`config.mk`:
```
export PLATFORM = sky130hd
export DESIGN_NAME = mr_index_split
export DESIGN_NICKNAME = d
export VERILOG_FILES = /design/src/rtl/mr_index_split.sv
export SDC_FILE = /design/constraint.sdc
export NUM_CORES = 1
export LEC_CHECK = 0
export CORE_AREA = 4 4 68 70
export CTS_BUF_LIST = sky130_fd_sc_hd__clkbuf_8
export DETAILED_ROUTE_END_ITERATION = 12
export DIE_AREA = 0 0 72 74
export PLACE_DENSITY = 0.86
export SYNTH_ARGS = -nofsm -noshare
export SYNTH_HDL_FRONTEND = slang
export SYNTH_SLANG_ARGS = --single-unit
```
`constraint.sdc`:
```
create_clock -name clk -period 4.1 [get_ports clk]
set_input_delay 0.615 -clock clk [delete_from_list [all_inputs] [get_ports clk]]
set_output_delay 0.615 -clock clk [all_outputs]
set_load 0.01 [all_outputs]
```
`src/rtl/mr_index_split.sv`:
```
// Mixed-radix index splitter: decomposes a linear index into NDIG digits by
// repeated subtraction, one digit stage at a time, behind a start/busy/done handshake.
module mr_index_split #(
  parameter int NDIG    = 3,
  parameter int DW      = 2,
  parameter int RADIX_W = 3,
  parameter int IDX_W   = 8
) (
  input  logic                    clk,
  input  logic                    rst,
  input  logic                    start,
  input  logic [IDX_W-1:0]        idx,
  input  logic [NDIG*RADIX_W-1:0] radix,
  output logic                    busy,
  output logic                    done,
  output logic [NDIG*DW-1:0]      digits,
  output logic                    ovf,
  output logic                    err
);

  localparam int K_W  = (NDIG > 1) ? $clog2(NDIG) : 1;
  localparam int RMAX = 1 << DW;

  typedef enum logic [1:0] {IDLE, DIV, DONE} state_t;

  state_t               state, state_nxt;
  logic [IDX_W-1:0]     rem, quot;
  logic [K_W-1:0]       k;
  logic [RADIX_W-1:0]   rad [NDIG];
  logic [IDX_W-1:0]     r_cur;
  logic                 radix_bad;
  logic                 rem_lt;
  logic                 last;
  logic [NDIG*DW-1:0]   digits_q;
  logic                 ovf_q, err_q;

  // Any radix outside 2..2**DW makes the request unanswerable.
  always_comb begin
    radix_bad = 1'b0;
    for (int i = 0; i < NDIG; i++) begin
      if (int'(radix[i*RADIX_W +: RADIX_W]) < 2 ||
          int'(radix[i*RADIX_W +: RADIX_W]) > RMAX)
        radix_bad = 1'b1;
    end
  end

  assign r_cur  = IDX_W'(rad[k]);
  assign rem_lt = rem < r_cur;
  assign last   = (k == K_W'(NDIG-1));

  always_ff @(posedge clk) begin
    if (rst) state <= IDLE;
    else     state <= state_nxt;
  end

  always_comb begin
    state_nxt = state;
    case (state)
      IDLE:    if (start) state_nxt = radix_bad ? DONE : DIV;
      DIV:     if (rem_lt && last) state_nxt = DONE;
      DONE:    state_nxt = IDLE;
      default: state_nxt = IDLE;
    endcase
  end

  // When the remainder drops below the radix, it is the digit and the quotient
  // becomes the dividend for the next, more significant stage.
  always_ff @(posedge clk) begin
    if (rst) begin
      rem      <= '0;
      quot     <= '0;
      k        <= '0;
      digits_q <= '0;
      ovf_q    <= 1'b0;
      err_q    <= 1'b0;
      for (int i = 0; i < NDIG; i++) rad[i] <= '0;
    end else begin
      case (state)
        IDLE: begin
          if (start) begin
            if (radix_bad) begin
              err_q    <= 1'b1;
              ovf_q    <= 1'b0;
              digits_q <= '0;
            end else begin
              rem   <= idx;
              quot  <= '0;
              k     <= '0;
              err_q <= 1'b0;
              ovf_q <= 1'b0;
              for (int i = 0; i < NDIG; i++) rad[i] <= radix[i*RADIX_W +: RADIX_W];
            end
          end
        end
        DIV: begin
          if (!rem_lt) begin
            rem  <= rem - r_cur;
            quot <= quot + IDX_W'(1);
          end else begin
            for (int i = 0; i < NDIG; i++) begin
              if (K_W'(i) == k) digits_q[i*DW +: DW] <= rem[DW-1:0];
            end
            if (last) begin
              ovf_q <= (quot != '0);
            end else begin
              rem  <= quot;
              quot <= '0;
              k    <= k + K_W'(1);
            end
          end
        end
        default: ;
      endcase
    end
  end

  assign busy   = (state != IDLE);
  assign done   = (state == DONE);
  assign digits = digits_q;
  assign ovf    = ovf_q;
  assign err    = err_q;

endmodule

```
==> impl_results.md <==
* Outcome: finished, final reports clean
* Data required, critical path at about 4300 ps
* Critical Path Fanout Max at 23
* Post-synth EDFFs at 9
* Routed len/inst at about 17 um
* Synth warn at 0
* Cell Pwr Density at a little under 300 nW/um^2
* Unrepaired setup endpoints after global routing: false
* Clock sinks at 39
* Clk root buf: clkbuf_8
* Fin cells at ~310
* Setup Viol. Count Final at 0
* Slew Limit Fails at 0
* Area grow syn2layout at 17.3%
* Cell Rows at 23
* Crit. End Element: register
* Placed cells at 305
* Clock tree buffer depth at 2
* Pre-CTS setup slack at 1310 ps
* Slew of the pin with the lowest slew margin at around 640 ps
* DR iter-0 viols at 157
* Die Y at 74 um
* Clock Latency Late Sink at 300 ps
* Peak VDD IR at about 0.18 mV
* Drt via density at around 6.3
* Total Neg Setup Slack at 0 ps
* CTS Buf Count at 5
* Count leader, synth: dfxtp_1
* Core footprint at 3970 sq um
* Post-synth top area cell: dfxtp_1
* Max-slew headroom at a little under three fifths
* Port Buffer Count at 29
* Leakage at approximately 1 nW
* Clock share of power at about 33%
* Mapped Avg Cell Area at 9.36 sq um
* Setup Fix Bufs, Post-CTS at 0
* Maxcap violations at 0
* Storage cell area at 871 sq um
* Post-layout min period at about 2800 ps
* Min-delay worst type: register to register
* Final WS setup at approximately 1300 ps
* Critical Path Sink: rem[5]$_SDFFE_PP0P_
* ANT cells at 0
* Die width at between 70 and 80 um
* Post_cts resized at 0
* Post-DP HPWL at roughly 3.8 mm
* Synth Cell Area at ~2200 sq um
* Final Power at ~0.76 mW
* Io pins at 30
* # fillers at 346
* Most frequent cells after synthesis: dfxtp_1, nand2_1, and3_1, nor2_1, a21oi_1
* P_int at approximately 0.56 mW
* Grt ovf at 0
* Total Routing Usage GR at about 22%
* Multi-input gate area at between 1000 and 1500 sq um
* Final hold vios at 0
* RR Endpoint: rem[5]$_SDFFE_PP0P_
* NumNets Final at about 290
* Synth area leaders: dfxtp_1, edfxtp_1, a311oi_2, and3_1, ha_1
* Die area at between 5000 and 6000 sq um
* Flop pwr share at a little over half
* Worst Reg-to-Reg Cells at 9
* Setup crit start kind: register
* Fmax at roughly 350 MHz
* Wirelength, routed at 5.31 mm
* Reg2Reg Setup Slack at 1260 ps
* Largest net degree at the start of global routing at 24
* DR pass1 iterations at 4
* Initial antenna violation count at 0
* Synthesized Nets at about 270
* Layout cells sized above 1 at a little under an eighth
* Netlist cell types at 51
* Yosys reg bits at 39
* Final ANT Viol Nets at 0
* Initial Util at between 50% and 60%
* Kind of critical path: register to register
* Arrival @ worst endpoint at about 3000 ps
* DRC violation count after routing at 0
* Placer Congestion at 0.839
* Main synth FF type: dfxtp_1
* First-pass GRT wire length at just over 9 mm
* Switch Pwr at ~0.2 mW
* CTS tree: yes
* Yosys top cell area share at between 20 and 30%
* Logic pwr share at 13.2%
* Cts hold-fix bufs at 0
* Tcrit/Tclk final at 69.3%
* Vias at 1961
* Final core occ at about two thirds
* Seq/Total Area, Yosys at between 30 and 40%
* Clock Skews at 13.7 ps
* Post-synthesis async set-or-reset flop share at 0%
* H-tree depth at 2
* Reg clk slew, reported paths at around 80 ps
* Vias in the first global route at around 2100
* Post-Synthesis Cells at about 240
* Sw Share at a little over a quarter
[registers in the layout, indices dropped and copies added, names as in the netlist, named ones only]
name    cells
state       2
ovf         1
rem         8
rad         9
err         1
digits      6
k           2
quot        8
[power groups by stage]
stage,combinational [mW],sequential (mW),clock [mW]
detailed placement,0.0987,0.416,0
finish,0.101,0.407,0.253
floorplan,0.0659,0.413,0
global route,0.112,0.409,0.275
CTS,0.0998,0.407,0.254
global placement,0.0965,0.416,0
[through the flow]
stage               cell area [sq um]  hold slack, ps
floorplan                        2210             446
finish                           2590             476
global route                     2590             498
detailed placement               2510             460
global placement                 2510             456
CTS                              2590             480
[critical path, cell delays in order (launching register included)]
cell and delay [ps]:
dfxtp_1 410, mux2i_1 200, o21ai_0 100, ha_1 220, fa_1 410, nand2b_1 270, a41oi_1 290, a21o_2 440
o21ai_0 160, o221a_1 220
[cells by family (layout without fill, tap and decap cells)]
family / count (synthesis) / in the layout / share of synthesized area, %
fa+ha+maj: 9 / 9 / 5.44
xor+xnor: 1 / 1 / 0.396
buf+inv: 21 / 48 / 4.47
mux: 3 / 3 / 1.36
simple gates: 94 / 94 / 23.1
flops: 39 / 39 / 39.4
compound gates: 69 / 69 / 25.8
[cell usage in the layout, fill, tap and decap left out, types with 4 or more instances in the layout]
cell type and instances:
o21ai_0 8, a21oi_1 12, nand2_1 18, nor3_1 7, clkbuf_8 5, o21ai_1 5
o211ai_1 4, and3_1 17, a32o_2 6, a311oi_2 8, edfxtp_1 9, dfxtp_1 30
clkdlybuf4s50_1 29, inv_1 12, nand3_1 5, nor2b_1 5, nand2b_1 9, nor2_1 17
ha_1 8
[layer usage]
metal / vias up / global-route usage, % / share of wire [%]
met2: 86 / 38.7 / 49
met1: 925 / 26.3 / 41
li1: 941 / - / -
met3: 9 / 4.19 / 7.4
met5: - / 0 / 0
met4: 0 / 9.81 / 1.9
[how the worst min path moves through the flow]
stage	start	to	slack (ps)	cells past startpoint
after detailed placement	digits[5]$_SDFFE_PP0P_	digits[5]$_SDFFE_PP0P_	460	1
after floorplan	rem[2]$_SDFFE_PP0P_	rem[2]$_SDFFE_PP0P_	450	2
after global placement	digits[0]$_SDFFE_PP0P_	digits[0]$_SDFFE_PP0P_	460	1
after global routing	digits[5]$_SDFFE_PP0P_	digits[5]$_SDFFE_PP0P_	500	1
final	digits[2]$_SDFFE_PP0P_	digits[2]$_SDFFE_PP0P_	480	1
after CTS	digits[5]$_SDFFE_PP0P_	digits[5]$_SDFFE_PP0P_	480	1
[cell type report]
cell class	instances	share of cell area [%]
Clock buffer	5	2.65
Multi-Input combinational cell	176	47.8
Timing Repair Buffer	30	11.5
Inverter	10	1.45
Sequential cell	39	33.6
Clock inverter	3	0.579
Tap cell	50	2.41
Note: power is estimated with default switching activity, not from simulation.
